`config.mk`:
```
export PLATFORM = sky130hd
export DESIGN_NAME = muldiv_unit
export DESIGN_NICKNAME = d
export VERILOG_FILES = /design/src/rtl/muldiv_unit.sv
export SDC_FILE = /design/constraint.sdc
export NUM_CORES = 1
export LEC_CHECK = 0
export BUFFER_PORTS_ARGS = -buffer_cell sky130_fd_sc_hd__buf_2
export CAP_MARGIN = 20
export CORE_MARGIN = 3
export CORE_UTILIZATION = 55
export DETAILED_ROUTE_END_ITERATION = 8
export PLACE_DENSITY = 0.77
export SETUP_SLACK_MARGIN = 0.3
export SLEW_MARGIN = 20
export SYNTH_ARGS = -nofsm -noshare
export SYNTH_HDL_FRONTEND = slang
export SYNTH_SLANG_ARGS = --single-unit
```
`constraint.sdc`:
```
create_clock -name clk -period 4.8 [get_ports clk]
set_input_delay 0.96 -clock clk [delete_from_list [all_inputs] [get_ports clk]]
set_output_delay 0.96 -clock clk [all_outputs]
set_load 0.05 [all_outputs]
```
`src/rtl/muldiv_unit.sv`:
```
// Iterative 32-cycle multiply/divide unit holding HI/LO; 34 cycles from accept to result.
// Build option: define MULDIV_SIGNED_EN to enable MULT/DIV (op[0]); otherwise every op is unsigned.
module muldiv_unit #(
    parameter int WIDTH = 32
) (
    input  logic             clk,
    input  logic             rst_n,
    input  logic             start,
    input  logic [1:0]       op,
    input  logic [WIDTH-1:0] a,
    input  logic [WIDTH-1:0] b,
    input  logic             hi_we,
    input  logic             lo_we,
    input  logic [WIDTH-1:0] wdata,
    output logic             busy,
    output logic             done,
    output logic             div_by_zero,
    output logic [WIDTH-1:0] hi,
    output logic [WIDTH-1:0] lo,
    output logic [1:0]       dbg_state
);
    localparam int CW = $clog2(WIDTH);

    typedef enum logic [1:0] {S_IDLE, S_RUN, S_FIX, S_DONE} state_t;

    state_t             state_q;
    logic [CW-1:0]      cnt_q;
    logic [2*WIDTH-1:0] acc_q;
    logic [WIDTH-1:0]   opnd_q;
    logic [WIDTH-1:0]   hi_q;
    logic [WIDTH-1:0]   lo_q;
    logic               is_div_q;
    logic               dz_q;
    logic               done_q;
    logic               dbz_q;

    logic               accept;
    logic               is_div_d;
    logic               dz_d;
    logic [WIDTH-1:0]   a_mag;
    logic [WIDTH-1:0]   b_mag;
    logic [WIDTH:0]     mul_sum;
    logic [WIDTH:0]     div_trial;
    logic [WIDTH:0]     div_diff;
    logic [2*WIDTH-1:0] step_d;

    // Handshake: start is taken on an edge where the FSM is IDLE or DONE; busy covers
    // accept through FIX/DONE, and done pulses for one cycle once hi/lo hold the result.
    assign accept   = start && (state_q == S_IDLE || state_q == S_DONE);
    assign is_div_d = op[1];
    assign dz_d     = op[1] && (b == '0);

`ifdef MULDIV_SIGNED_EN
    logic signed_op;
    logic neg_hi_d;
    logic neg_lo_d;
    logic neg_hi_q;
    logic neg_lo_q;

    assign signed_op = op[0];
    assign a_mag     = (signed_op && a[WIDTH-1]) ? -a : a;
    assign b_mag     = (signed_op && b[WIDTH-1]) ? -b : b;
    // Remainder follows the dividend; a zero divisor keeps the all-ones quotient.
    assign neg_hi_d  = signed_op && (is_div_d ? a[WIDTH-1] : (a[WIDTH-1] ^ b[WIDTH-1]));
    assign neg_lo_d  = signed_op && (a[WIDTH-1] ^ b[WIDTH-1]) && !dz_d;
`else
    logic unused_op0;

    assign unused_op0 = op[0];
    assign a_mag      = a;
    assign b_mag      = b;
`endif

    // acc_q holds {partial product, multiplier} or {remainder, dividend/quotient}.
    always_comb begin
        mul_sum   = {1'b0, acc_q[2*WIDTH-1:WIDTH]} + (acc_q[0] ? {1'b0, opnd_q} : '0);
        div_trial = acc_q[2*WIDTH-1:WIDTH-1];
        div_diff  = div_trial - {1'b0, opnd_q};
        step_d    = {mul_sum, acc_q[WIDTH-1:1]};
        if (is_div_q) begin
            if (!div_diff[WIDTH]) begin
                step_d = {div_diff[WIDTH-1:0], acc_q[WIDTH-2:0], 1'b1};
            end else begin
                step_d = {div_trial[WIDTH-1:0], acc_q[WIDTH-2:0], 1'b0};
            end
        end
    end

    always_ff @(posedge clk or negedge rst_n) begin
        if (!rst_n) begin
            state_q  <= S_IDLE;
            cnt_q    <= '0;
            acc_q    <= '0;
            opnd_q   <= '0;
            hi_q     <= '0;
            lo_q     <= '0;
            is_div_q <= 1'b0;
            dz_q     <= 1'b0;
            done_q   <= 1'b0;
            dbz_q    <= 1'b0;
`ifdef MULDIV_SIGNED_EN
            neg_hi_q <= 1'b0;
            neg_lo_q <= 1'b0;
`endif
        end else begin
            done_q <= 1'b0;
            dbz_q  <= 1'b0;
            case (state_q)
                S_IDLE: begin
                    if (!start) begin
                        if (hi_we) hi_q <= wdata;
                        if (lo_we) lo_q <= wdata;
                    end
                end
                S_RUN: begin
                    acc_q <= step_d;
                    if (cnt_q == '0) begin
                        state_q <= S_FIX;
                    end else begin
                        cnt_q <= cnt_q - CW'(1);
                    end
                end
                S_FIX: begin
`ifdef MULDIV_SIGNED_EN
                    if (is_div_q) begin
                        if (neg_hi_q) acc_q[2*WIDTH-1:WIDTH] <= -acc_q[2*WIDTH-1:WIDTH];
                        if (neg_lo_q) acc_q[WIDTH-1:0] <= -acc_q[WIDTH-1:0];
                    end else if (neg_lo_q) begin
                        acc_q <= -acc_q;
                    end
`endif
                    state_q <= S_DONE;
                end
                S_DONE: begin
                    hi_q    <= acc_q[2*WIDTH-1:WIDTH];
                    lo_q    <= acc_q[WIDTH-1:0];
                    done_q  <= 1'b1;
                    dbz_q   <= dz_q;
                    state_q <= S_IDLE;
                end
                default: state_q <= S_IDLE;
            endcase
            if (accept) begin
                state_q  <= S_RUN;
                cnt_q    <= CW'(WIDTH - 1);
                acc_q    <= {{WIDTH{1'b0}}, a_mag};
                opnd_q   <= b_mag;
                is_div_q <= is_div_d;
                dz_q     <= dz_d;
`ifdef MULDIV_SIGNED_EN
                neg_hi_q <= neg_hi_d;
                neg_lo_q <= neg_lo_d;
`endif
            end
        end
    end

    assign busy        = (state_q != S_IDLE);
    assign done        = done_q;
    assign div_by_zero = dbz_q;
    assign hi          = hi_q;
    assign lo          = lo_q;
    assign dbg_state   = state_q;

endmodule
```
Word-level counts from Yosys, hierarchy flattened
Cells that the tools add are included.
{ "word_totals": {"register_bits": 171, "in_bits": 103, "wordCells": 54} }
{ "classes": {"addsub": 3, "eq_ne": 8, "muxes": 19, "n_reduce_logical": 14} }
{ "ops": {"columns": ["op", "n"], "rows": [
  ["$mux W64", 4],
  ["$mux W32", 5],
  ["$pmux W32 S2", 2],
  ["$add A32 B32 Y33", 1],
  ["$sub A33 B32 Y33", 1],
  ["$logic_not A32 Y1", 1],
  ["$mux W5", 3],
  ["$ne A2 B2 Y1 const B", 4],
  ["$pmux W2 S3", 1],
  ["$reduce_and A3 Y1", 2],
  ["$reduce_bool A2 Y1", 3],
  ["$logic_not A5 Y1", 1],
  ["$sub A5 B1 Y5 const B", 1],
  ["$eq A2 B2 Y1 const B", 2],
  ["$mux W2", 2],
  ["$reduce_and A2 Y1", 2],
  ["$reduce_bool A4 Y1", 1],
  ["$ne A3 B3 Y1 const B", 1],
  ["$eq A2 B1 Y1 const B", 1],
  ["$logic_and A1 B1 Y1", 2],
  ["$logic_not A2 Y1", 1],
  ["$mux W1", 2],
  ["$logic_or A1 B1 Y1", 1]
]} }

Depth between registers and ports, before layout
Gate-level depths: netlist of run 1.
{ "logic_depth": {"ltp_word": 5, "ltp_mapped": 15, "ltp_nobuf": 14} }

Worst setup path before layout of run 1
No wires, ideal clock.
{ "synth_timing": {"path_kind": "reg-to-reg", "start": "register acc_q[0]", "end": "register acc_q[60]", "setup_ns": 0.120, "arrival_time_ns": 3.062, "t_required_ns": 4.680, "slack_ns": 1.618, "stages_incl_launch_ff": 14, "n_path_buf": 1, "cell_sequence": "dfrtp_1 > clkbuf_1 > and2_1 > ha_1 > a21o_1 > a21o_1 > o31ai_1 > a2111oi_0 > a311oi_1 > a21oi_1 > a31oi_1 > o21ai_0 > xor2_1 > o211a_1"} }
{ "synth_via": {"elab_chain_cells": 5} }
{ "synth_rtl": {"columns": ["element", "line", "text"], "rows": [
  ["from (decl)", "28", "logic [2*WIDTH-1:0] acc_q;"],
  ["from (signal assigned)", "116", "acc_q <= step_d;"],
  ["from (signal assigned)", "146", "acc_q <= {{WIDTH{1'b0}}, a_mag};"],
  ["$mux W32", "76", "mul_sum = {1'b0, acc_q[2*WIDTH-1:WIDTH]} + (acc_q[0] ? {1'b0, opnd_q} : '0);"],
  ["$add A32 B32 Y33", "76", null],
  ["$mux W64", "80", "if (is_div_q) begin"],
  ["$mux W64", "108", "case (state_q)"],
  ["$mux W64", "143", "if (accept) begin"]
]} }
Every way passes these cells. The select of a mux whose other input is x is not followed.
A chain may end at the register's enable or synchronous reset.

Final worst setup path of run 1
Ends and elaborated chain as after synthesis.

==> impl_metrics.toml, run 1 <==
[outcome]
outcome = "finished, final reports clean"

[synth]
synth_enable_flop_cells = 0
yosys.cell_types.count = 69
syn_area_per_cell_um2 = 8.36
yosys_warnings = 0
synth_ff_type = "dfrtp_1"
synth.cell_area_um2 = 11600
syn_nets = 1559
async_flop_share_pct = 100
synth_cells = 1382
ys_seq_area_share_pct = 37.0
ys_seq_elements = 171

[sta]
hold_slack_ps = 390
min_period_ps = 3940
fin_crit_sh_pct = 82.1
relSlewSlack_pct = 18.9
clock_skew_ps = 10.6
maxSlewViolCount = 0
tightest_slew_ps = 1200
setup_tns_ps = 0
hold_viol = 0
grt_setup_unrepaired = "false"
setup_viol = 0
fmax_mhz = 254

[detailed_routing]
drt_iter0_drc = 752
vias = 10700
drt_pass1_iterations = 5
route.detailed.drc = 0
vias_per_cell = 5.99
wl_per_cell_um = 18.3
routed_wl_um = 32800
ant_nets = 0

[clocking]
post_cts_resized = 0
cts_root_buf = "clkbuf_16"
clock_latency_ps = 440
cts_buffers = 17
post-cts-setup-buffer-count = 0
htreeDepth = 4
tritoncts = "built"
clkSinkCount = 171
clockBufferDepth = 2
clk_pin_slew_ps = 80
holdBufCountCts = 0

[die]
ios = 172
coreArea_um2 = 20400
start_util_pct = 56.6
design.die.area_um2 = 22800
die_h_um = 151
rows = 52
die_w_um = 151

[final_layout]
final_core_util_pct = 64.6
fin_nets = 1684
seqCellArea_um2 = 4280
finalInstanceArea_um2 = 13200
areaGrowthSynthToFinish_pct = 14.2
drive_gt1_share_pct = 15.7
final_cell_mix = "a21oi_1, dfrtp_1, buf_2"
num-fill-cells = 1745
multi_input_comb_area_um2 = 6790
layout_commonest_cell = "a21oi_1"

[critical_path]
startpoint_type = "flop"
cp-end-kind = "flop"
cp.arrival_ps = 4270
rr_worst_depth = 13
r2r_start = "acc_q[0]"
startpoint = "acc_q[0]"
cp.required_ps = 5130
criticalPathCategory = "reg -> reg"
crit_fanout = 23

[placement]
placed_area_um2 = 12600
gp_congestion = 0.941
place_hpwl_um = 24000
port_buffers = 170

[global_route]
grt_max_degree = 110
overflow = 0
grt_pass1_wl_um = 52500
grt_pass1_vias = 10300
antenna_found_initial = 0
grtUsageTotal_pct = 28.8

[flow_run]
cap_violations = 0

[min_path]
hold_class = "in -> async"
==> sequential cells by signal, summed over array words and instances, names as in the netlist <==
name,flops
dbg_state,2
dz_q,1
done,1
opnd_q,32
hi,32
acc_q,64
is_div_q,1
lo,32
div_by_zero,1
cnt_q,5
==> critical path, cell delays in order (launching register included) <==
cell and delay (ps):
dfrtp_1 620, buf_4 310, and2_1 150, ha_1 210
a21oi_1 200, and4b_1 240, o31ai_1 410, a2111oi_0 190
a311oi_1 450, a21oi_1 190, a31oi_1 330, o21ai_0 180
xor2_1 160, o211a_1 210
==> cell families (layout without fill, tap and decap cells) <==
group	after synthesis	after routing	share of synthesized area, %
buffers and inverters	133	271	4.53
and+or+nand+nor	428	428	17.0
adders and majority gates	74	74	8.14
other	0	1	0
DFF	171	171	37.0
muxes	58	58	5.11
AOI/OAI and AO/OA	461	461	23.9
xor gates and xnor gates	57	57	4.32
==> stage by stage <==
stage	setup WS (ps)	instances
after floorplan	1620	1382
after global placement	981	1757
after detailed placement	938	1757
after CTS	898	1789
after global routing	541	1790
final	859	1791
==> synthesized netlist by cell type, types with 4 or more instances <==
library cell  instances  area share [%]
a211oi_1              9            0.58
o31ai_1               5            0.32
nor2_1              123             4.0
a211o_1               4            0.30
xnor2_1              33             2.5
a21o_1               30             1.9
xor2_1               24             1.8
a311oi_1              4            0.30
a21oi_1             196             8.5
nor2b_1              42             2.3
nor3_1               11            0.48
o221ai_1             15             1.1
buf_1                10            0.32
nand4_1               8            0.43
ha_1                 72             7.8
a31oi_1              12            0.65
o21a_1               11            0.71
o21bai_1              8            0.52
nor4_1                9            0.49
nand2b_1              9            0.49
mux2_2                8            0.78
o211ai_1              8            0.52
nand3_1              12            0.52
o21ai_0             123             5.3
mux2i_1              50             4.3
inv_1                56             1.8
and2_1               39             2.1
clkbuf_1             59             1.9
buf_2                 4            0.17
nand2_1             159             5.2
and3_1                5            0.27
dfrtp_1             171              37
==> layer usage <==
layer / share of wire, % / wire length (um) / GRT usage, % / vias to the layer above
li1: - / - / - / 5138
met1: 43 / 14100 / 39.2 / 5133
met2: 48 / 15600 / 46.9 / 398
met3: 6.0 / 1980 / 3.80 / 64
met4: 3.3 / 1100 / 11.1 / 0
met5: 0 / 0 / 0 / -
==> worst paths after layout <==
kind / to / slack (ps)
worst max-delay path: acc_q[60] / 860
worst min-delay path: cnt_q[2] / 390
worst max register to register: acc_q[60] / 860
worst min register to register: opnd_q[0] / 530
max in group asynchronous: hi[15] / 3270
min in group clk: opnd_q[0] / 530
==> layout make-up <==
class | count | area share (%)
Clock inverter | 14 | 1.28
Inverter | 57 | 1.62
Antenna cell | 1 | 0.0190
Clock buffer | 18 | 3.25
Timing Repair Buffer | 182 | 7.42
Sequential cell | 171 | 32.4
Multi-Input combinational cell | 1078 | 51.4
Tap cell | 270 | 2.56
Power of run 1 is not shown: default switching activity piles up to over one toggle a cycle in this logic, so the estimate is an artifact.
==> run 2: changes to the inputs <==
--- a/config.mk
+++ b/config.mk
@@ -5,12 +5,13 @@
 export SDC_FILE = /design/constraint.sdc
 export NUM_CORES = 1
 export LEC_CHECK = 0
+export ABC_AREA = 1
 export BUFFER_PORTS_ARGS = -buffer_cell sky130_fd_sc_hd__buf_2
 export CAP_MARGIN = 20
 export CORE_MARGIN = 3
-export CORE_UTILIZATION = 55
+export CORE_UTILIZATION = 54
 export DETAILED_ROUTE_END_ITERATION = 8
-export PLACE_DENSITY = 0.77
+export PLACE_DENSITY = 0.78
 export SETUP_SLACK_MARGIN = 0.3
 export SLEW_MARGIN = 20
 export SYNTH_ARGS = -nofsm -noshare
==> constraint.sdc (replaced) <==
create_clock -name clk -period 3.45 [get_ports clk]
set_input_delay 0.69 -clock clk [delete_from_list [all_inputs] [get_ports clk]]
set_output_delay 0.69 -clock clk [all_outputs]
set_load 0.05 [all_outputs]
==> run 2 against run 1 <==
Compared with the run above: count of clock-buffer cells in the layout unchanged; worst hold slack lost 150 ps; sequential cell count stayed put; wire length increased by 33%; synthesized area up 14%; utilization fell by 1.8 points; non-clock buffer count rose by 6; setup slack worse by 330 ps; via count is 31% higher; clock skew increased by 2.0 ps; critical endpoint is now acc_q[59].
==> impl_metrics.toml, run 2 <==
[outcome]
outcome = "finished, final reports clean"

[synth]
synth_enable_flop_cells = 0
synthTopCellsByArea = "dfrtp_1, nand2_1, inv_1"
synth_cells = 2030
yosys_warnings = 0
ys_seq_elements = 171
async_flop_share_pct = 100
synth.top_cells.by_count = "nand2_1, inv_1, nor2_1"
synth_top_area_cell = "dfrtp_1"
syn_area_per_cell_um2 = 6.48
synth_top_area_share_pct = 32.6
yosys.cell_types.count = 45
syn_nets = 2207
synth.cell_area_um2 = 13100
synth_ff_type = "dfrtp_1"
yosys.cell_count.top_type = "nand2_1"
ys_seq_area_share_pct = 32.6

[placement]
place_hpwl_um = 33600
numPlacedInstances = 2467
gp_congestion = 0.970
port_buffers = 170
place_ws_ps = 569

[critical_path]
rr_worst_depth = 15
r2r_end = "acc_q[59]"
criticalPathCategory = "reg -> reg"
crit_fanout = 34
cp.required_ps = 3770
startpoint_type = "flop"
ff2ff_setup_slack_ps = 530
r2r_start = "acc_q[0]"
cp-end-kind = "flop"
cp.arrival_ps = 3240

[clocking]
clock_latency_ps = 440
cts_root_buf = "clkbuf_16"
clockBufferDepth = 2
clk_pin_slew_ps = 80
post-cts-setup-buffer-count = 0
cts_buffers = 17
clkSinkCount = 171
tritoncts = "built"
htreeDepth = 4

[die]
rows = 56
start_util_pct = 55.5
ios = 172
die_w_um = 162
coreArea_um2 = 23700
die_h_um = 162
design.die.area_um2 = 26300

[final_layout]
layoutNonFillerInstCount = 2500
fin_nets = 2345
top_register = "acc_q"
layout_commonest_cell = "nand2_1"
drive_gt1_share_pct = 12.5
antenna_cells = 0
final_cell_mix = "nand2_1, inv_1, nor2_1"
largest_reg_flops = 64
areaGrowthSynthToFinish_pct = 13.2

[detailed_routing]
routed_wl_um = 43600
vias_per_cell = 5.60
drt_pass1_iterations = 6
drt_iter0_drc = 1470
wl_per_cell_um = 17.4
vias = 14000
ant_nets = 0
route.detailed.drc = 0

[sta]
fin_crit_sh_pct = 84.6
setup_viol = 0
clock_skew_ps = 12.6
tightest_slew_ps = 865
grt_setup_unrepaired = "false"
min_period_ps = 2920
hold_viol = 0
fmax_mhz = 342
setup_tns_ps = 0
maxSlewViolCount = 0
fin_ws_ps = 530
relSlewSlack_pct = 42.3

[global_route]
antenna_found_initial = 0
grtUsageTotal_pct = 33.3
overflow = 0
grt_pass1_wl_um = 69600
grt_max_degree = 78
grt_pass1_vias = 13300

[min_path]
hold_class = "in -> async"

[flow_run]
cap_violations = 0

[pwr]
vdd_drop_max_uv = 821
power.density_nw_per_um2 = 1170
power_leakage_nw = 7.93
run 2: changes by cell type after synthesis, sizes merged, moves of 22 or more:
cell	delta
a21o	-24
a21oi	-112
a31oi	+53
and2	-35
inv	+217
mux2i	-50
nand2	+558
nand3	+117
nor2	+72
nor2b	-43
nor3	+22
run 2: how the worst max path moves through the flow:
stage               from        end  slack (ps)  cells after the start
4_1_cts        acc_q[31]  acc_q[43]         530                     17
3_5_place_dp   acc_q[31]  acc_q[43]         570                     17
6_report        acc_q[0]  acc_q[59]         530                     15
5_1_grt         acc_q[0]  acc_q[43]         320                     13
2_1_floorplan   acc_q[0]  acc_q[59]         800                     19
3_3_place_gp    acc_q[0]  acc_q[59]         660                     15
run 2: critical path: stages (launching register included):
cell and delay, ps:
dfrtp_1 350, buf_4 350, nand2_1 170, fa_1 450, o21ai_1 400, nand2_1 90
nand2_1 190, nand2_1 70, nand2_1 150, nand2_1 140, nand3_1 110, nand2_1 50
nor2_1 80, nor2_1 40, nand2_1 90, nand2_1 50
run 2: area by class of cell:
type,count,area [um^2]
tap,319,399
sequential,171,4280
multi-input combinational,1514,7550
clock inverter,14,148
clock buffer,18,439
timing repair buffer,188,1040
inverter,276,1040
fill,2316,8800
run 2: routing by layer:
layer | wire [um] | vias up | GRT usage [%]
li1 | - | 6808 | -
met1 | 18600 | 6473 | 46.9
met2 | 19900 | 651 | 54.0
met3 | 3800 | 77 | 4.16
met4 | 1230 | 0 | 10.3
met5 | 0 | - | 0
run 2: power breakdown:
part,switching (mW),internal [mW],total (mW)
registers,0.908,2.96,3.87
logic,8.13,3.43,11.6
clock network,0.986,0.988,1.97
run 2: what timing repair did:
action,4_1_cts,5_1_grt
endpoints found under the hold margin,0,0
hold buffers,0,0
endpoints found under the setup margin,0,2
resized for setup,0,1
run 2: per-stage QoR:
step | cell area [um^2] | hold WS (ps) | total power, mW | util (%)
6_report | 14900 | 244 | 17.4 | 62.9
5_1_grt | 14900 | 288 | 18.9 | 62.9
4_1_cts | 14900 | 265 | 17.2 | 62.7
3_5_place_dp | 14300 | 514 | 15.2 | 60.2
3_3_place_gp | 14300 | 471 | 14.9 | 60.2
2_1_floorplan | 13100 | 394 | 12.3 | -
run 2: kinds of logic (layout without fill, tap and decap cells):
logic type      Yosys count  in the layout  share of synthesized area [%]
compound gates          304            304                           13.2
flops                   171            171                           32.6
simple gates           1117           1117                           35.5
buf+inv                 345            496                           10.3
fa+ha+maj                74             74                           7.16
xor+xnor                 19             19                           1.27
Power figures use the tool's default switching activity.
